## src/rtl/equal_array_seq.sv

```systemverilog
// Streams two DEPTH-word arrays one word pair per beat and compares them under a bit mask.
// Reports whole-array equality, the first mismatching index and the mismatch count.
module equal_array_seq #(
    parameter  int WIDTH      = 6,
    parameter  int DEPTH      = 8,
    parameter  int EARLY_EXIT = 0,
    localparam int IW         = (DEPTH > 2) ? $clog2(DEPTH) : 1,
    localparam int CW         = $clog2(DEPTH + 1)
) (
    input  logic             clk,
    input  logic             rst,
    input  logic             start,
    input  logic [WIDTH-1:0] mask,
    input  logic [WIDTH-1:0] a,
    input  logic [WIDTH-1:0] b,
    input  logic             in_valid,
    output logic             in_ready,
    output logic             busy,
    output logic             done,
    output logic             equ,
    output logic [IW-1:0]    mismatch_idx,
    output logic [CW-1:0]    mismatch_cnt
);

    typedef enum logic [1:0] {
        S_IDLE,
        S_RUN,
        S_DONE
    } state_t;

    state_t           state_q, state_d;
    logic [WIDTH-1:0] mask_q, mask_d;
    logic [IW-1:0]    widx_q, widx_d;
    logic [IW-1:0]    idx_q, idx_d;
    logic [CW-1:0]    cnt_q, cnt_d;
    logic             equ_q, equ_d;
    logic             ready_q, ready_d;
    logic             busy_q, busy_d;
    logic             done_q, done_d;
    logic             word_mis;
    logic             last_word;
    logic             beat;

    assign word_mis  = |((a ^ b) & mask_q);
    assign last_word = (widx_q == IW'(DEPTH - 1));
    assign beat      = in_valid && ready_q;

    always_comb begin
        state_d = state_q;
        mask_d  = mask_q;
        widx_d  = widx_q;
        idx_d   = idx_q;
        cnt_d   = cnt_q;
        equ_d   = equ_q;
        ready_d = ready_q;
        busy_d  = busy_q;
        done_d  = 1'b0;
        case (state_q)
            S_IDLE: begin
                if (start) begin
                    state_d = S_RUN;
                    mask_d  = mask;
                    widx_d  = '0;
                    idx_d   = '0;
                    cnt_d   = '0;
                    equ_d   = 1'b1;
                    ready_d = 1'b1;
                    busy_d  = 1'b1;
                end
            end
            S_RUN: begin
                if (beat) begin
                    if (word_mis) begin
                        equ_d = 1'b0;
                        cnt_d = cnt_q + CW'(1);
                        if (cnt_q == '0) begin
                            idx_d = widx_q;
                        end
                    end
                    // Hold widx at DEPTH-1 so a power-of-two DEPTH never wraps.
                    if (!last_word) begin
                        widx_d = widx_q + IW'(1);
                    end
                    if (last_word || (EARLY_EXIT != 0 && word_mis)) begin
                        state_d = S_DONE;
                        ready_d = 1'b0;
                        done_d  = 1'b1;
                    end
                end
            end
            S_DONE: begin
                state_d = S_IDLE;
                busy_d  = 1'b0;
            end
            default: begin
                state_d = S_IDLE;
                ready_d = 1'b0;
                busy_d  = 1'b0;
            end
        endcase
    end

    always_ff @(posedge clk or posedge rst) begin
        if (rst) begin
            state_q <= S_IDLE;
            mask_q  <= '0;
            widx_q  <= '0;
            idx_q   <= '0;
            cnt_q   <= '0;
            equ_q   <= 1'b0;
            ready_q <= 1'b0;
            busy_q  <= 1'b0;
            done_q  <= 1'b0;
        end else begin
            state_q <= state_d;
            mask_q  <= mask_d;
            widx_q  <= widx_d;
            idx_q   <= idx_d;
            cnt_q   <= cnt_d;
            equ_q   <= equ_d;
            ready_q <= ready_d;
            busy_q  <= busy_d;
            done_q  <= done_d;
        end
    end

    assign in_ready     = ready_q;
    assign busy         = busy_q;
    assign done         = done_q;
    assign equ          = equ_q;
    assign mismatch_idx = idx_q;
    assign mismatch_cnt = cnt_q;

endmodule

```

## config.mk

```make
export PLATFORM = sky130hd
export DESIGN_NAME = equal_array_seq
export DESIGN_NICKNAME = d
export VERILOG_FILES = /design/src/rtl/equal_array_seq.sv
export SDC_FILE = /design/constraint.sdc
export NUM_CORES = 1
export LEC_CHECK = 0
export BUFFER_PORTS_ARGS = -buffer_cell sky130_fd_sc_hd__clkbuf_2
export CAP_MARGIN = 10
export CORE_MARGIN = 5
export CORE_UTILIZATION = 56
export CTS_BUF_LIST = sky130_fd_sc_hd__clkbuf_4
export CTS_CLUSTER_SIZE = 16
export DETAILED_ROUTE_END_ITERATION = 10
export GPL_TIMING_DRIVEN = 0
export PLACE_DENSITY_LB_ADDON = 0.12
export SLEW_MARGIN = 30
export SYNTH_ARGS = -nofsm -noshare
export SYNTH_HDL_FRONTEND = slang
export SYNTH_SLANG_ARGS = --single-unit
```

## constraint.sdc

```tcl
create_clock -name clk -period 4.8 [get_ports clk]
set_clock_uncertainty 0.1 [all_clocks]
set_input_delay 0.72 -clock clk [delete_from_list [all_inputs] [get_ports clk]]
set_output_delay 0.72 -clock clk [all_outputs]
set_load 0.005 [all_outputs]
```

Yosys cells after proc, flatten, opt, wreduce, memory -nomap -nowiden
Index checks and enable logic that the tools add are counted.
{ "totals": {"regBits": 22, "in_bits": 22, "output_inout_bits": 11, "word_cells": 63} }
{ "op_classes": {"n_addsub": 2, "n_eq_ne": 9, "muxes": 27, "n_bitwise": 4, "reduce_logical": 12} }
{ "ops": {"columns": ["op", "count"], "rows": [
  ["two-way mux 3 bit", 6],
  ["two-way mux 4 bit", 3],
  ["!= test 2 bit (second input constant)", 6],
  ["case mux 3 bit (2 select lines)", 2],
  ["AND reduction 4 bit", 3],
  ["two-way mux 1 bit", 8],
  ["case mux 4 bit (2 select lines)", 1],
  ["AND 6 bit", 1],
  ["two-way mux 2 bit", 3],
  ["OR reduction 6 bit", 1],
  ["bitwise XOR 6 bit", 1],
  ["AND reduction 5 bit", 1],
  ["adder 4 x 1 -> 4 bit (second input constant)", 1],
  ["zero test 4 bit", 1],
  ["case mux 1 bit (2 select lines)", 2],
  ["case mux 2 bit (2 select lines)", 1],
  ["AND reduction 2 bit", 2],
  ["adder 3 x 1 -> 3 bit (second input constant)", 1],
  ["equality test 3 bit (second input constant)", 1],
  ["case mux 1 bit (3 select lines)", 1],
  ["AND reduction 3 bit", 1],
  ["equality test 2 x 1 -> 1 bit (second input constant)", 1],
  ["equality test 2 bit (second input constant)", 1],
  ["zero test 2 bit", 1],
  ["3 further kinds", 4]
]} }

Longest topological paths before layout
{ "logic_depth": {"word_depth": 6, "ltp_mapped": 7, "ltp_nobuf": 6} }

Worst setup path before layout
Ideal clock, no wire load.
{ "synth_path": {"kind": "input port to flip-flop", "from": "input port a[5]", "to": "register cnt_q[3], in the netlist mismatch_cnt[3]", "setup_ns": 0.076, "arrival_time_ns": 1.890, "t_required_ns": 4.624, "setup_slack_ns": 2.734, "stages": 6, "path_buffers": 1, "cell_sequence": "xor2_1 -> a222oi_1 -> a41o_1 -> buf_6 -> or4_1 -> o21ai_1"} }
{ "synth_between": {"elab_chain_len": 5} }
{ "synth_lines": {"columns": ["element", "line", "text"], "rows": [
  ["start: declaration", "14", "input logic [WIDTH-1:0] a,"],
  ["bitwise XOR 6 bit", "44", "assign word_mis = |((a ^ b) & mask_q);"],
  ["AND 6 bit", "44", null],
  ["OR reduction 6 bit", "44", null],
  ["!= test 2 bit (no line)", null, null],
  ["AND reduction 4 bit (no line)", null, null],
  ["end signal: assignment", "119", "cnt_q <= cnt_d;"],
  ["end: declaration", "35", "logic [CW-1:0] cnt_q, cnt_d;"]
]} }
Every way passes these cells.
A chain may end at the register's enable or synchronous reset.

Worst setup path in the final report
{ "layout_path": {"from": "register state_q[0]", "to": "register cnt_q[3], in the netlist mismatch_cnt[3]"} }
{ "layout_between": {"elab_chain_len": 3, "elab_cells_between_ends": 8, "classes_between": "eq/ne (4); mux (1); reduce/logical (3)"} }
{ "layout_lines": {"columns": ["element", "line", "text"], "rows": [
  ["start: declaration", "31", "state_t state_q, state_d;"],
  ["start signal: assignment", "115", "state_q <= state_d;"],
  ["equality test 2 x 1 -> 1 bit or zero test 2 bit (tied branches)", "58", "case (state_q)"],
  ["!= test 2 bit (no line) or nonzero test 2 bit (tied branches)", null, null],
  ["AND reduction 4 bit (no line)", null, null]
]} }
Several ways; a longest one is shown, not always the timed one.

==> impl_results.md <==
- Outcome: completed
- Maximum clock path buffer count: 2
- Syn Nets: 122
- PostCTS Resize Cnt: 0
- Final Hold Vio Count: 0
- Htree depth: 1
- Crit share post-route: 41.1%
- Static leakage: 0.703 nW
- Pwr Total: 0.701 mW
- Layout area overhead: 19.9%
- Setup bufs post-CTS: 0
- Total Routing Usage GR: 15.9%
- Nets: 159
- Clk pwr share: 11.2%
- Worst-path clk slew: 110 ps
- Pre-antenna DRT Iters: 4
- Met3 GRT Util: 2.77%
- GRT met2 Usage: 28.2%
- Min Tclk post-route: 1970 ps
- Hold crit path type: reg2reg
- Sw Share: 34.9%
- CP Cell Sequence: buf_6 -> nand2b_4 -> a21o_1 -> a41o_1 -> buf_6 -> or4_1 -> o21ai_1
- RSZ-0062 raised after global routing: no
- Sequential Power Share: 45.8%
- Seq/Total Area, Yosys: 50.6%
- Setup CP Type: reg2reg
- Synth Instances: 96
- Routed Antenna Nets: 0
- Fraction of registers with async set/reset: 100%
- # clock sinks: 22
- Synth top area share: 50.6%
- Clock Tree Root: clkbuf_4
- Sw Pwr: 0.245 mW
- Mux cell area share after synthesis: 9.09%
- Met1 GRT Util: 18.9%
- DRC: 0
- DPL Wire Length: 1630 um
- Main combinational cell family by area after synthesis: simple AND/OR/NAND/NOR gates
- Yosys reg bits: 22
- Commonest register cell after synthesis: dfrtp_1
- Starting DRC count in detailed routing: 12
- Crit path DAT: 2100 ps
- Clk_lat worst skew: 290 ps
- Die ar.: 2920 sq um
- Startpoint Class: register
- Commonest cells post-synth: dfrtp_1 (22), inv_1 (8), nand2_1 (8)
- Placer Congestion: 0.855
- Die W: 54.1 um
- Die height: 54.1 um
- Critical Path RT: 4930 ps
- Cell area power density: 538 nW/um^2
- # hold bufs at CTS: 0
- Largest net degree at the start of global routing: 23
- Avg Inst Size Synth: 11.3 sq um
- Wirelength per Cell: 12.5 um
- Crit path largest cell delay: 490 ps
- Max Freq: 507 MHz
- Actual slew at the worst max-slew pin: 800 ps
- Post-synth EDFFs: 0
- Vias in the first global route: 794
- CTS tree: yes
- Core area: 1900 sq um
- Max_cap viols: 0
- Diodes inserted: 0
- CTS buffer count: 3
- Netlist cell types: 32
- Internal Power: 0.456 mW
- Antenna violations before repair: 0
- Final setup viols: 0
- Yosys warnings: 0
- IO buf count: 32
- Compound-Gate Fraction of Synth Area: 12.7%
- Cell taking the most area after synthesis: dfrtp_1
- Num ports: 33
- Ranking of synthesized cells by area: dfrtp_1 (51%), mux2_2 (7.2%), xor2_1 (4.8%)
- Max Transition Viols Final: 0
- Gate power share: 43.0%
- Critical Path End Type: register
- Setup TNS: 0 ps
- First-pass GRT wire length: 3350 um
- Most frequent cell after synthesis: dfrtp_1
- Rel. slew slack: 46.6%
- Worst VDD drop: 319 uV
- Layout cells sized above 1: 35.1%
- CP most frequent cell: buf_6
- Initial Util: 57.2%
- Post-Syn Area: 1090 sq um
- Simple-gate portion of the synthesized area: 13.0%
- WL final: 1970 um
- Total number of vias: 825
- Slowest cell on the critical path: or4_1
- Cell Rows: 16
- Synth Area in XOR/XNOR: 4.83%
- Grt ovf: 0
- GRT Max-Usage Layer: met2
- Fraction of the mapped netlist area in adder cells: 4.60%
- Vias per inst: 5.22
- Worst-path fanout max: 10
metrics by stage:
stage          setup WS, ps  cell area (sq um)  util (%)  hold slack [ps]  std cells
2_1_floorplan          2730               1090         -              374         96
3_3_place_gp           2540               1280      67.4              361        155
3_5_place_dp           2520               1280      67.4              376        155
4_1_cts                2820               1300      68.6              405        158
5_1_grt                2750               1300      68.6              420        158
6_report               2830               1300      68.6              394        158
worst max-delay path: cells and delay by family, from the launching register on:
kind,cells,cell delay [ps]
AO/OA/AOI/OAI,3,510
buffers and inverters,2,260
AND/OR/NAND/NOR,2,650
flip-flops,1,390
cell usage in the layout, fill, tap and decap left out:
master / netlist / layout
nand3_1: 3 / 3
a21oi_1: 4 / 4
o21ai_0: 1 / 1
nand2b_1: 1 / 1
nor4b_1: 1 / 1
nor3b_1: 2 / 2
nand4_1: 2 / 2
dfrtp_1: 22 / 22
a21boi_0: 1 / 1
nor3_1: 1 / 1
buf_6: 2 / 2
clkbuf_4: 0 / 3
inv_1: 8 / 8
mux2_2: 7 / 7
mux2i_1: 2 / 2
clkbuf_2: 0 / 32
nor2b_1: 1 / 1
or4b_1: 1 / 1
nor2_1: 3 / 3
or4_1: 1 / 1
o21ai_1: 1 / 1
a22o_1: 2 / 2
o22ai_1: 1 / 1
a21bo_2: 1 / 1
nand2_1: 8 / 8
a22oi_1: 1 / 1
ha_1: 4 / 4
xor2_1: 6 / 6
a41o_1: 1 / 1
a222oi_1: 1 / 1
a211o_1: 1 / 1
nand2b_4: 1 / 1
a21o_1: 4 / 4
clkbuf_1: 1 / 1
metal layers:
layer,part of all wire (%),routed length [um]
met1,42,818
met2,53,1040
met3,4.9,97
met4,0.71,14
met5,0,0
state kept, by name (all words and copies together) (netlist names):
register / count
equ: 1
in_ready: 1
mask_q: 6
widx_q: 3
done: 1
busy: 1
mismatch_idx: 3
state_q: 2
mismatch_cnt: 4
path summary, 6_finish.rpt:
path | start | end | slack, ps | cells past startpoint
setup / recovery | state_q[0] | mismatch_cnt[3] | 2830 | 7
max in group asynchronous | rst | mask_q[4] | 3670 | 2
min in group asynchronous | rst | equ | 440 | 2
setup reg to reg | state_q[0] | mismatch_cnt[3] | 2830 | 7
hold / removal | equ | equ | 390 | 1
hold reg to reg | equ | equ | 390 | 1
power by group through the flow:
| stage | Clock, mW | Combinational (mW) | Sequential [mW] |
|---|---|---|---|
| after floorplan | 0 | 0.216 | 0.317 |
| after global placement | 0 | 0.291 | 0.321 |
| after detailed placement | 0 | 0.307 | 0.326 |
| after CTS | 0.0825 | 0.307 | 0.322 |
| after global routing | 0.0861 | 0.344 | 0.334 |
| final | 0.0788 | 0.301 | 0.321 |
logic make-up (layout without fill, tap and decap cells):
logic type | Yosys count | count (layout)
buffers and inverters | 11 | 46
adders and majority gates | 4 | 4
muxes | 9 | 9
and+or+nand+nor | 25 | 25
AOI/OAI and AO/OA | 19 | 19
xor gates and xnor gates | 6 | 6
DFF | 22 | 22
area by class of cell:
| class | count | area, sq um |
|---|---|---|
| Sequential cell | 22 | 551 |
| Buffer | 3 | 26.3 |
| Fill cell | 159 | 598 |
| Multi-Input combinational cell | 63 | 480 |
| Inverter | 8 | 30.0 |
| Clock buffer | 3 | 22.5 |
| Timing Repair Buffer | 32 | 160 |
| Tap cell | 27 | 33.8 |
(Power assumes the default switching activity.)
